### src/rtl/test_ctrl_pkg.sv
// Shared types for the CPU test controller: run-state encoding and trace entry layout.
package test_ctrl_pkg;

    typedef enum logic [1:0] {
        HOLD = 2'd0,
        RUN  = 2'd1,
        DONE = 2'd2
    } ctrl_state_t;

    typedef struct packed {
        logic [4:0]  rd;
        logic [31:0] data;
    } trace_entry_t;

endpackage

### src/rtl/trace_ring_buffer.sv
// Ring buffer of recent register writes; index 0 reads back the newest entry,
// one cycle after the index is presented.
module trace_ring_buffer
    import test_ctrl_pkg::*;
#(
    parameter int DEPTH = 16
) (
    input  logic                       clk,
    input  logic                       reset,
    input  logic                       wr_en,
    input  trace_entry_t               wr_entry,
    input  logic [$clog2(DEPTH)-1:0]   rd_index,
    output trace_entry_t               rd_entry,
    output logic [$clog2(DEPTH):0]     count
);

    localparam int IDX_W = $clog2(DEPTH);

    trace_entry_t             mem_q [DEPTH];
    logic [IDX_W-1:0]         wr_ptr_q, wr_ptr_d;
    logic [IDX_W:0]           count_q, count_d;
    trace_entry_t             rd_q, rd_d;

    always_comb begin
        wr_ptr_d = wr_ptr_q;
        count_d  = count_q;
        if (wr_en) begin
            wr_ptr_d = wr_ptr_q + IDX_W'(1);
            if (count_q != (IDX_W+1)'(DEPTH))
                count_d = count_q + (IDX_W+1)'(1);
        end
        // Slots past the valid count may hold stale or uninitialised data.
        rd_d = '0;
        if ({1'b0, rd_index} < count_q)
            rd_d = mem_q[wr_ptr_q - IDX_W'(1) - rd_index];
    end

    always_ff @(posedge clk) begin
        if (wr_en)
            mem_q[wr_ptr_q] <= wr_entry;
    end

    always_ff @(posedge clk) begin
        if (reset) begin
            wr_ptr_q <= '0;
            count_q  <= '0;
            rd_q     <= '0;
        end else begin
            wr_ptr_q <= wr_ptr_d;
            count_q  <= count_d;
            rd_q     <= rd_d;
        end
    end

    assign rd_entry = rd_q;
    assign count    = count_q;

endmodule

### src/rtl/cpu_test_controller.sv
// Run controller/monitor for the RV32I CPU: reset sequencing, counters, tohost/watchdog exit.
// Define TRACE_BUFFER_EN to build the register-write trace ring buffer.
module cpu_test_controller
    import test_ctrl_pkg::*;
#(
    parameter int          RESET_CYCLES   = 2,
    parameter int          TIMEOUT_CYCLES = 256,
    parameter logic [31:0] TOHOST_ADDR    = 32'h0000_0FFC,
    parameter int          CNT_W          = 32,
    parameter int          TRACE_DEPTH    = 16
) (
    input  logic                             clk,
    input  logic                             reset,
    output logic                             cpu_reset,
    input  logic                             retire_valid,
    input  logic                             reg_write_en,
    input  logic [4:0]                       rd_address,
    input  logic [31:0]                      rd_data,
    input  logic                             mem_write_en,
    input  logic [31:0]                      mem_write_address,
    input  logic [31:0]                      mem_write_data,
    input  logic [$clog2(TRACE_DEPTH)-1:0]   trace_index,
    output logic [4:0]                       trace_rd,
    output logic [31:0]                      trace_data,
    output logic [$clog2(TRACE_DEPTH):0]     trace_count,
    output logic [1:0]                       state,
    output logic                             done,
    output logic                             pass,
    output logic                             timeout,
    output logic [30:0]                      exit_code,
    output logic [CNT_W-1:0]                 cycle_count,
    output logic [CNT_W-1:0]                 instret_count
);

    localparam int HOLD_W = (RESET_CYCLES < 2) ? 1 : $clog2(RESET_CYCLES + 1);

    ctrl_state_t       state_q, state_d;
    logic [HOLD_W-1:0] hold_q, hold_d;
    logic              cpu_reset_q, cpu_reset_d;
    logic [CNT_W-1:0]  cycle_q, cycle_d;
    logic [CNT_W-1:0]  instret_q, instret_d;
    logic              done_q, done_d;
    logic              pass_q, pass_d;
    logic              timeout_q, timeout_d;
    logic [30:0]       exit_q, exit_d;

    logic exit_write, wdog_fire, trace_wr_en;

    assign exit_write  = mem_write_en && (mem_write_address == TOHOST_ADDR) && mem_write_data[0];
    assign wdog_fire   = (cycle_q == CNT_W'(TIMEOUT_CYCLES - 1));
    assign trace_wr_en = (state_q == RUN) && reg_write_en && (rd_address != 5'd0);

    always_comb begin
        state_d     = state_q;
        hold_d      = hold_q;
        cpu_reset_d = cpu_reset_q;
        cycle_d     = cycle_q;
        instret_d   = instret_q;
        done_d      = done_q;
        pass_d      = pass_q;
        timeout_d   = timeout_q;
        exit_d      = exit_q;
        case (state_q)
            HOLD: begin
                cpu_reset_d = 1'b1;
                hold_d      = hold_q + HOLD_W'(1);
                if (hold_q == HOLD_W'(RESET_CYCLES - 1)) begin
                    state_d     = RUN;
                    cpu_reset_d = 1'b0;
                end
            end
            RUN: begin
                // Exit write is checked first so it beats a simultaneous watchdog.
                if (exit_write) begin
                    state_d     = DONE;
                    cpu_reset_d = 1'b1;
                    done_d      = 1'b1;
                    exit_d      = mem_write_data[31:1];
                    pass_d      = (mem_write_data[31:1] == 31'd0);
                end else if (wdog_fire) begin
                    state_d     = DONE;
                    cpu_reset_d = 1'b1;
                    done_d      = 1'b1;
                    timeout_d   = 1'b1;
                    pass_d      = 1'b0;
                end else begin
                    cycle_d = cycle_q + CNT_W'(1);
                    if (retire_valid)
                        instret_d = instret_q + CNT_W'(1);
                end
            end
            DONE:    cpu_reset_d = 1'b1;
            default: state_d = HOLD;
        endcase
    end

    always_ff @(posedge clk) begin
        if (reset) begin
            state_q     <= HOLD;
            hold_q      <= '0;
            cpu_reset_q <= 1'b1;
            cycle_q     <= '0;
            instret_q   <= '0;
            done_q      <= 1'b0;
            pass_q      <= 1'b0;
            timeout_q   <= 1'b0;
            exit_q      <= '0;
        end else begin
            state_q     <= state_d;
            hold_q      <= hold_d;
            cpu_reset_q <= cpu_reset_d;
            cycle_q     <= cycle_d;
            instret_q   <= instret_d;
            done_q      <= done_d;
            pass_q      <= pass_d;
            timeout_q   <= timeout_d;
            exit_q      <= exit_d;
        end
    end

    assign cpu_reset     = cpu_reset_q;
    assign state         = state_q;
    assign done          = done_q;
    assign pass          = pass_q;
    assign timeout       = timeout_q;
    assign exit_code     = exit_q;
    assign cycle_count   = cycle_q;
    assign instret_count = instret_q;

`ifdef TRACE_BUFFER_EN
    trace_entry_t wr_entry, rd_entry;

    assign wr_entry.rd   = rd_address;
    assign wr_entry.data = rd_data;

    trace_ring_buffer #(.DEPTH(TRACE_DEPTH)) u_trace (
        .clk      (clk),
        .reset    (reset),
        .wr_en    (trace_wr_en),
        .wr_entry (wr_entry),
        .rd_index (trace_index),
        .rd_entry (rd_entry),
        .count    (trace_count)
    );

    assign trace_rd   = rd_entry.rd;
    assign trace_data = rd_entry.data;
`else
    logic unused_trace;
    assign unused_trace = ^{trace_wr_en, rd_data, trace_index};
    assign trace_rd     = '0;
    assign trace_data   = '0;
    assign trace_count  = '0;
`endif

endmodule

### config.mk
export PLATFORM = sky130hd
export DESIGN_NAME = cpu_test_controller
export DESIGN_NICKNAME = d
export VERILOG_FILES = /design/src/rtl/test_ctrl_pkg.sv /design/src/rtl/trace_ring_buffer.sv /design/src/rtl/cpu_test_controller.sv
export SDC_FILE = /design/constraint.sdc
export NUM_CORES = 1
export LEC_CHECK = 0
export CAP_MARGIN = 20
export CORE_UTILIZATION = 41
export DETAILED_ROUTE_END_ITERATION = 10
export GPL_TIMING_DRIVEN = 0
export PLACE_DENSITY = 0.91
export SLEW_MARGIN = 5
export SYNTH_ARGS = -nofsm -noshare
export SYNTH_HDL_FRONTEND = slang
export SYNTH_SLANG_ARGS = --single-unit
### constraint.sdc
create_clock -name clk -period 2.6 [get_ports clk]
set_input_delay 0.26 -clock clk [delete_from_list [all_inputs] [get_ports clk]]
set_output_delay 0.26 -clock clk [all_outputs]
set_load 0.005 [all_outputs]
==> impl_metrics.ini <==
[worst_hold_path]
hp-class = reg2reg
holdPathStages = 2
min-delay-start = exit_code[7]
min_to = exit_code[7]

[grt]
antenna_found_initial = 0
overflow = 0
grt_first_pass_wirelength_mm = 25.6
grtUsageTotal_pct = 24.2
grt_pass1_vias = 5059
grt_max_degree = 19

[power]
total_power_mw = 3.60
cellPowerDensity_mw_per_mm2 = 468
p_leak_nw = 2.81
ir_worst_vdd_mv = 0.391

[placement]
globalplace.congestion = 0.885
place_hpwl_mm = 12.1
place_area_mm2 = 0.00732
numPortBuffers = 167

[drt]
firstDrtPassIters = 6
viasPerCell = 5.42
drtIter0Drc = 474
vias = 5688
avgRoutedWirePerCell_um = 15.8
routed_wl_mm = 16.6
drc = 0
route.antenna.remaining_nets = 0

[worst_setup_path]
slowest_stage = nor3_4
r2r-end = pass
arrival_ns = 2.73
cp-startpoint = cycle_count[0]
reg2reg_from = cycle_count[0]
ff2ff_setup_slack_ns = 0.11
crit_fanout = 10
slowest_delay_ns = 0.45
cp-start-kind = register
critical_path_required_ns = 2.83
cp_cell_sequence = ha_1 > and2_1 > clkbuf_2 > nand4_1 > nor3_4 > clkbuf_4 > o21ai_0 > a31o_2
r2r_cells = 8
critPathKind = reg2reg
endpoint_kind = register

[floorplanning]
die_w_um = 115
start_util_pct = 42.0
die_y_um = 115
rows = 41
ios = 253
die_area_mm2 = 0.0133
core_area_mm2 = 0.0126

[timing]
skew_ns = 0.0123
clock.fmax_ghz = 0.401
rsz0062_at_grt = true
period_needed_ns = 2.49
worstMarginPinSlew_ns = 0.925
finalCritPeriodShare_pct = 95.9
slew_violations = 0
hold_slack_ns = 0.450
slew_headroom_pct = 37.9
finalSetupViolations = 0
finalHoldViolations = 0

[clock_tree]
root_buffer = clkbuf_16
clock-sinks = 103
cts_buffers = 9
clock_latency_ns = 0.34
cts_max_level = 3
clk_pin_slew_worst_paths_ns = 0.07
max-clock-path-buffers = 2
cts_tree = yes

[logic_synthesis]
synth_edf_count = 0
ys_ff_latch = 103
synth_cell_types = 48
syn_inst = 651
syn_area_per_cell_um2 = 8.11
synth_seq_area_share_pct = 39.1
synthFlopType = dfxtp_1
synth-async-reset-ratio_pct = 0
ys_warn_count = 0
synth_area_mm2 = 0.00528

[finish]
fin_area_mm2 = 0.00770
nets = 990
drive_above_1_share_pct = 12.7
diodes = 0
syn2layout_area_growth_pct = 46.0

[run]
max_cap_viol_count = 0

[status]
status = complete, no violations
[cell usage after synthesis, types with 3 or more instances]
library cell / count / area, um^2
ha_1: 8 / 100
o311ai_0: 5 / 43.8
or2_2: 5 / 31.3
nor2_1: 52 / 195
and3_1: 16 / 100
dfxtp_1: 103 / 2060
nand3_1: 29 / 145
o31ai_1: 10 / 75.1
nor4_1: 35 / 219
nor3_1: 13 / 65.1
nand4_1: 19 / 119
mux2i_1: 4 / 40.0
a21oi_1: 56 / 280
buf_4: 43 / 323
mux2_2: 11 / 124
nor2b_1: 11 / 68.8
and2_1: 4 / 25.0
and4_1: 6 / 52.6
or3_1: 11 / 68.8
o41ai_1: 7 / 61.3
buf_2: 7 / 35.0
xnor2_1: 21 / 184
inv_1: 12 / 45.0
or4_1: 11 / 82.6
o21ai_0: 11 / 55.1
a31o_2: 3 / 26.3
clkbuf_1: 23 / 86.3
nand2_1: 89 / 334
[logic make-up (layout without fill, tap and decap cells)]
group                    after synthesis  after routing  share of synthesized area (%)
AND/OR/NAND/NOR                      314            314                           31.1
flip-flops                           103            103                           39.1
AO/OA/AOI/OAI                         97             97                           11.0
buffers and inverters                 90            275                           9.93
XOR/XNOR                              23             23                           3.82
multiplexers                          15             15                           3.11
adder cells (fa/ha/maj)                8              8                           1.90
other                                  1             42                         0.0711
[sequential cells by signal, summed over array words and instances (netlist names)]
name	cells
timeout	1
pass	1
instret_count	32
hold_q	2
cpu_reset	1
cycle_count	32
state	2
done	1
exit_code	31
[metal layers]
| metal | part of all wire, % | GRT usage [%] | vias up | wire [um] |
|---|---|---|---|---|
| li1 | - | - | 2696 | - |
| met1 | 41 | 31.6 | 2628 | 6720 |
| met2 | 49 | 40.8 | 316 | 8090 |
| met3 | 8.4 | 3.82 | 48 | 1400 |
| met4 | 2.2 | 7.97 | 0 | 367 |
| met5 | 0 | 0 | - | 0 |
[per-stage QoR]
step | setup WS (ns) | setup TNS (ns) | utilization, % | cells
after floorplan | 0.467 | 0 | - | 692
after global placement | -0.381 | -13.26 | 58.2 | 1031
after detailed placement | -0.450 | -15.59 | 58.2 | 1031
after CTS | 0.00422 | 0 | 60.8 | 1047
after global routing | -0.0465 | -0.146 | 61.3 | 1049
final | 0.105 | 0 | 61.3 | 1049
[worst max-delay path: cells and delay by family, from the launching register on]
family                   cells  cell delay, ns
adder cells (fa/ha/maj)      1            0.21
AND/OR/NAND/NOR              3            0.82
flip-flops                   1            0.38
buffers and inverters        2            0.53
AO/OA/AOI/OAI                2            0.44
[where the power goes]
group          switching [mW]  internal (mW)
Clock                   0.636          0.789
Sequential             0.0362           1.61
Combinational           0.255          0.271
Total                   0.928           2.68
[what timing repair did]
action / CTS / global route
resized for setup: 2 / 29
endpoints found under the setup margin: 32 / 77
pin swaps: 0 / 2
buffers inserted: 0 / 2
hold buffers: 0 / 0
[worst max-delay path by stage]
stage                     depth (start not counted)                end  slack, ns
after global routing                              8               pass      -0.05
final                                             8               pass       0.11
after detailed placement                          9      exit_code[25]      -0.45
after CTS                                         9    cycle_count[25]      0.004
after floorplan                                   9  instret_count[28]       0.47
after global placement                            9       exit_code[1]      -0.38
[cell usage in the layout, fill, tap and decap left out, types with 8 or more instances in the layout]
master             n
clkdlybuf4s50_1  167
dfxtp_1          103
nand2_1           88
a21oi_1           56
nor2_1            51
buf_4             44
conb_1            42
nor4_1            34
nand3_1           29
xnor2_1           21
nand4_1           19
and3_1            16
clkbuf_1          14
inv_1             12
nor3_1            12
or4_1             11
o21ai_0           11
nor2b_1           11
mux2_2            11
or3_1             10
o31ai_1           10
clkbuf_16          9
ha_1               8
[final cells by class]
class / instances / area (um^2)
multi-input combinational: 499 / 2880
tap: 172 / 215
clock buffer: 10 / 239
clock inverter: 6 / 76.3
buffer: 78 / 502
timing repair buffer: 169 / 1690
fill: 1060 / 4860
inverter: 12 / 45.0
sequential: 103 / 2060
Power figures use the tool's default switching activity.
